==> src/rtl/shift_result_stage.sv <==
// Shift result stage: selects the shifter output for OP, derives flags, and buffers results in a 2-entry FIFO.
// Latency 1 cycle into an empty buffer; in_ready drops when both entries are occupied (no path from out_ready).
module shift_result_stage #(
  parameter int WIDTH = 32,
  parameter int DEPTH = 2
) (
  input  logic             clk,
  input  logic             rst,
  input  logic             in_valid,
  output logic             in_ready,
  input  logic [1:0]       OP,
  input  logic [WIDTH-1:0] X,
  input  logic [WIDTH-1:0] Y,
  input  logic [WIDTH-1:0] Z_SLL,
  input  logic [WIDTH-1:0] Z_SRL,
  input  logic [WIDTH-1:0] Z_SRA,
  output logic             out_valid,
  input  logic             out_ready,
  output logic [WIDTH-1:0] R,
  output logic             ZERO,
  output logic             NEG,
  output logic             CARRY,
  output logic             ERR,
  output logic [7:0]       err_count
);

  typedef struct packed {
    logic [WIDTH-1:0] r;
    logic             zero;
    logic             neg;
    logic             carry;
    logic             err;
  } entry_t;

  typedef enum logic [1:0] {EMPTY = 2'd0, ONE = 2'd1, FULL = 2'd2} state_t;

  localparam logic [1:0] CAP = DEPTH[1:0];

  state_t state, state_nxt;
  entry_t ent0, ent1, new_ent;
  logic   push, pop;

  // N > 32 covers Y[31]=1 (N treated as 255) as well as any large unsigned amount
  logic       amt_big;
  logic       amt_nz;
  logic [4:0] sll_idx;
  logic [4:0] srx_idx;

  assign amt_big = Y[31] | (|Y[30:6]) | (Y[5] & (|Y[4:0]));
  assign amt_nz  = |Y;
  assign sll_idx = 5'(6'd32 - Y[5:0]);
  assign srx_idx = 5'(Y[5:0] - 6'd1);

  always_comb begin
    new_ent = '0;
    case (OP)
      2'b00: begin
        new_ent.r     = Z_SLL;
        new_ent.carry = amt_nz && !amt_big && X[sll_idx];
      end
      2'b01: begin
        new_ent.r     = Z_SRL;
        new_ent.carry = amt_nz && !amt_big && X[srx_idx];
      end
      2'b10: begin
        new_ent.r     = Z_SRA;
        new_ent.carry = amt_big ? X[WIDTH-1] : (amt_nz && X[srx_idx]);
      end
      default: new_ent.err = 1'b1;
    endcase
    new_ent.zero = (new_ent.r == '0);
    new_ent.neg  = new_ent.r[WIDTH-1];
  end

  assign in_ready  = !rst && (state < CAP);
  assign out_valid = (state != EMPTY);
  assign push      = in_valid && in_ready;
  assign pop       = out_valid && out_ready;

  always_ff @(posedge clk) begin
    if (rst) state <= EMPTY;
    else     state <= state_nxt;
  end

  always_comb begin
    state_nxt = state;
    case (state)
      EMPTY:   if (push) state_nxt = ONE;
      ONE:     if (push && !pop) state_nxt = FULL;
               else if (pop && !push) state_nxt = EMPTY;
      FULL:    if (pop) state_nxt = ONE;
      default: state_nxt = EMPTY;
    endcase
  end

  // ent0 is always the head; a push alongside a pop in ONE lands straight in ent0
  always_ff @(posedge clk) begin
    if (rst) begin
      ent0 <= '0;
      ent1 <= '0;
    end else begin
      if (state == FULL && pop) ent0 <= ent1;
      if (push) begin
        if (state == EMPTY || (state == ONE && pop)) ent0 <= new_ent;
        else                                         ent1 <= new_ent;
      end
    end
  end

  always_ff @(posedge clk) begin
    if (rst)                                        err_count <= '0;
    else if (push && OP == 2'b11 && err_count != 8'hFF) err_count <= err_count + 8'd1;
  end

  assign R     = out_valid ? ent0.r     : '0;
  assign ZERO  = out_valid && ent0.zero;
  assign NEG   = out_valid && ent0.neg;
  assign CARRY = out_valid && ent0.carry;
  assign ERR   = out_valid && ent0.err;

endmodule

==> config.mk <==
export PLATFORM = sky130hd
export DESIGN_NAME = shift_result_stage
export DESIGN_NICKNAME = d
export VERILOG_FILES = /design/src/rtl/shift_result_stage.sv
export SDC_FILE = /design/constraint.sdc
export NUM_CORES = 1
export LEC_CHECK = 0
export ABC_AREA = 1
export BUFFER_PORTS_ARGS = -buffer_cell sky130_fd_sc_hd__buf_2
export CAP_MARGIN = 5
export CORE_MARGIN = 3
export CORE_UTILIZATION = 52
export DETAILED_ROUTE_END_ITERATION = 8
export GPL_TIMING_DRIVEN = 0
export PLACE_DENSITY = 0.86
export SLEW_MARGIN = 20
export SYNTH_ARGS = -nofsm -noshare
export SYNTH_HDL_FRONTEND = slang
export SYNTH_SLANG_ARGS = --single-unit
==> constraint.sdc <==
create_clock -name clk -period 6 [get_ports clk]
set_input_delay 1.8 -clock clk [delete_from_list [all_inputs] [get_ports clk]]
set_output_delay 1.8 -clock clk [all_outputs]
set_load 0.03 [all_outputs]
Word level (Yosys, flattened, before mapping):

Index checks and enable logic that the tools add are counted.

* add/subtract/negate cells: 3
* multiply operators: 0
* div/mod/pow operators: 0
* order comparisons: 3
* eq/ne operators: 9
* shifts and indexed selects: 0
* muxes and demuxes: 17
* bitwise gates (word level): 4
* reduce and logical (&&, ||, !) cells: 32

Operators by type and width (number)
* two-way mux 36 bit: 3
* case mux 32 bit (3 select lines): 1
* logical NOT 32 bit: 1
* two-way mux 32 bit: 1
* OR reduction 32 bit: 1
* OR reduction 25 bit: 1
* logical AND 1 bit: 17
* less-than comparator 5 x 6 -> 1 bit (second input constant): 2
* binary-select mux 1 bit (select 5 bit): 2
* adder 8 x 1 -> 8 bit (second input constant): 1
* two-way mux 2 bit: 4
* inequality test 8 bit (second input constant): 1
* == test 2 bit (second input constant): 3
* case mux 2 bit (3 select lines): 1
* OR reduction 5 bit: 1
* subtractor 1 x 5 -> 5 bit (first input constant): 1
* subtractor 5 x 1 -> 5 bit (second input constant): 1
* == test 2 x 1 -> 1 bit (second input constant): 2
* logical NOT 1 bit: 4
* logical NOT 2 bit: 2
* two-way mux 1 bit: 4
* inequality test 2 bit (second input constant): 2
* inequality test 3 bit (second input constant): 1
* case mux 1 bit (3 select lines): 1
* 9 further kinds: 10

* register bits after elaboration: 82
* bits in latches: 0
* RAM bits: 0
* memory bits (read-only): 0
* input port bits: 166
* output and inout bits: 46
* memories: 0

Depth between registers and ports, before layout:

* depth after elaboration: 9
* mapped depth: 19
* mapped depth without buffers: 17

Worst setup path before layout:

OpenSTA, ideal clock, no wires.

* path kind: input port to output port
* start: input rst
* end: output in_ready
* arrival: 2.231 ns
* required time: 4.200 ns
* setup slack: 1.969 ns
* stages: 1
* buffers on the path: 0
* cells stage by stage: nor2_1

* word-level cells in the longest chain between the ends: 2

Ends and longest elaborated chain
* start, declared: RTL line 8 `input logic rst,`
* logical NOT 1 bit: RTL line 75 `assign in_ready = !rst && (state < CAP);`
* logical AND 1 bit: RTL line 75
* end, declared: RTL line 10 `output logic in_ready,`

No other way between the ends.

Final worst setup path:

Ends and elaborated chain as after synthesis.

==> run_results.csv <==
group,metric,value,unit
floorplan,die_w,104,microns
clock_network,numCtsBuffers,9,
critical_path,crit_path_end_kind,"primary output",
status,status,"finished clean",
floorplan,coreArea,9280,sq um
grt,grt_pass1_wl,28.3,mm
critical_path,crit_slowest_cell,"buf_2",
synthesis,synthesis.area,5010,sq um
pwr,p_leak,3.20,nW
place,dp.cells,1183,
clock_network,insertion_delay,0.36,ns
floorplan,core.rowCount,35,
pwr,p_clk_share,26.2,%
timing,setup_viol,0,
timing,hold_slack,0.475,ns
synthesis,yosysMostFrequentCell,"nand2_1",
timing,fmax,245,MHz
grt,overflow,0,
synthesis,avgSynthCellArea,5.93,sq um
place,detailed_place_hpwl,13.4,mm
grt,antenna_found_initial,0,
layout,layout-drive-gt1-share,23.6,%
critical_path,path_delay_family,"buffers and inverters",
clock_network,cts-resized-gates,0,
pwr,peakVddDrop,0.000172,V
critical_path,crit_type,"input port to primary output",
route,drt-initial-drc-count,571,
route,drc,0,
grt,grt_use_total,31.4,%
clock_network,path_clk_slew,0.09,ns
timing,final_max_slew_viol_count,0,
clock_network,hold_buffers,0,
grt,grt_pass1_vias,5993,
clock_network,post_cts_buffers,0,
pwr,power,1.73,mW
synthesis,synth.area.top_cells,"dfxtp_1 (32%), nand2_1 (18%), o21ai_0 (11%)",
layout,layoutNonFillerInstCount,1199,
synthesis,syn_inst,844,
synthesis,synth_enable_flop_cells,0,
critical_path,crit_top_cell,"buf_2",
synthesis,synth_cell_types,27,
synthesis,synth_common_cells,"nand2_1 (240), o21ai_0 (106), a21oi_1 (91), inv_1 (84), nand3_1 (84)",
route,post_drt_wl_per_cell,14.9,microns
route,totalWireLength,17.9,mm
pwr,power_frac_comb,37.6,%
pwr,power_density,269,nW/um^2
critical_path,arrival,2.28,ns
pwr,power.internal,1.04,mW
timing,tns,0,ns
clock_network,cts_root_buf,"clkbuf_8",
critical_path,max_stage_delay,0.21,ns
floorplan,dieArea,10800,sq um
grt,grt_max_degree,15,
synthesis,synth_largest_area_cell,"dfxtp_1",
clock_network,h-tree-depth,3,
synthesis,yosys_most_used_dff,"dfxtp_1",
timing,fin_crit,4.08,ns
clock_network,tritoncts,"built",
synthesis,ys_seq_elements,81,
hold_path,hp-class,"flip-flop to flip-flop",
critical_path,cp_num_buf_inv,2,
critical_path,worstPathMaxFanout,7,
critical_path,required,4.20,ns
timing,tightest_slew,0.780,ns
synthesis,synth-async-reset-ratio,0,%
timing,clock_skew,0.0121,ns
pwr,p_sw_share,39.9,%
clock_network,cts.sinks,81,
synthesis,synthDominantCellAreaShare,32.4,%
clock_network,cts_max_path_buffers,2,
route,ant_nets,0,
critical_path,crit_chain,"buf_2, nor2_1, buf_2",
pwr,p_sw,0.691,mW
synthesis,yosysWarningCount,0,
layout,fillCellCount,899,
timing,rsz0062_at_grt,"no",
floorplan,start_util,53.9,%
place,gp_congestion,0.909,
layout,final_nets,1235,
run,maxCapViolCount,0,
pwr,pwr-share-seq,36.2,%
synthesis,synth_nets,1014,
synthesis,ys_seq_area_share,32.4,%
route,vias,6525,
critical_path,start_kind,"input port",
timing,hold_viol,0,
route,drtPass1Iterations,5,
timing,relSlewSlack,48.0,%
layout,area_growth,28.8,%
floorplan,die_h,104,microns
layout,antennaDiodeCount,0,
floorplan,pin_count,212,
place,io_buffer_count,210,
route,viasPerCell,5.44,
timing,period_share,68.0,%
-- state kept, by name, indices dropped and copies added (netlist names) --
signal / cells
ent1: 35
state: 2
ent0: 36
err_count: 8
-- power groups by stage --
stage,clock [mW],combinational (mW),sequential (mW)
floorplan,0,0.416,0.634
global placement,0,0.627,0.636
detailed placement,0,0.635,0.638
CTS,0.450,0.640,0.626
global route,0.470,0.713,0.633
finish,0.454,0.653,0.627
-- cell usage in the layout (no fill, tap or decap), types with 10 or more instances in the layout --
master    instances
nand3_1          84
buf_2           227
nor2_1           71
clkbuf_1         31
a21oi_1          91
inv_1            84
clkbuf_8         10
nand2_1         240
o21ai_0         106
dfxtp_1          81
-- worst reg2reg max path: stages, from the launching register on --
cell and delay (ns):
dfxtp_1 0.37, nor2_1 0.14, nand2_1 0.11, a21oi_1 0.38, buf_2 0.29, clkbuf_1 0.48
a21oi_1 0.17
-- final cells by class --
type,count,area (sq um),area share [%]
plain buffers,51,228,3.53
clock buffers,10,138,2.13
clock inverters,6,90.1,1.40
inverters,86,323,5.01
multi-input cells,626,2840,44.0
flip-flops and latches,81,1620,25.1
well taps,129,161,2.50
repair buffers,210,1050,16.3
-- final timing paths --
kind         cells after the start           end  slack [ns]         start
max reg2reg                      6       ent0[3]        3.93      state[1]
min reg2reg                      2  err_count[4]        0.48  err_count[4]
max                              3      in_ready        1.92           rst
min                              2  err_count[4]        0.48  err_count[4]
-- cell families (layout without fill, tap and decap cells) --
kind of cell	Yosys count	after routing	synth area share, %
AOI/OAI and AO/OA	208	208	21.5
xor gates and xnor gates	2	2	0.350
adders and majority gates	4	4	0.999
buffers and inverters	137	363	11.0
DFF	81	81	32.4
and+or+nand+nor	412	412	33.8
-- routing by layer --
layer	global-route usage (%)	part of all wire (%)	wire, microns	vias up
met3	6.21	10	1850	56
li1	-	-	-	3183
met5	0	0	0	-
met2	51.3	47	8400	371
met1	41.0	40	7090	2915
met4	12.2	3.1	557	0
-- through the flow --
step / instance area [sq um] / setup slack [ns] / util (%)
floorplan: 5010 / 1.97 / -
global placement: 6220 / 1.89 / 67.0
detailed placement: 6220 / 1.89 / 67.0
CTS: 6450 / 1.92 / 69.5
global route: 6450 / 1.90 / 69.5
finish: 6450 / 1.92 / 69.5
No activity file was read; power rests on OpenSTA's default activity.
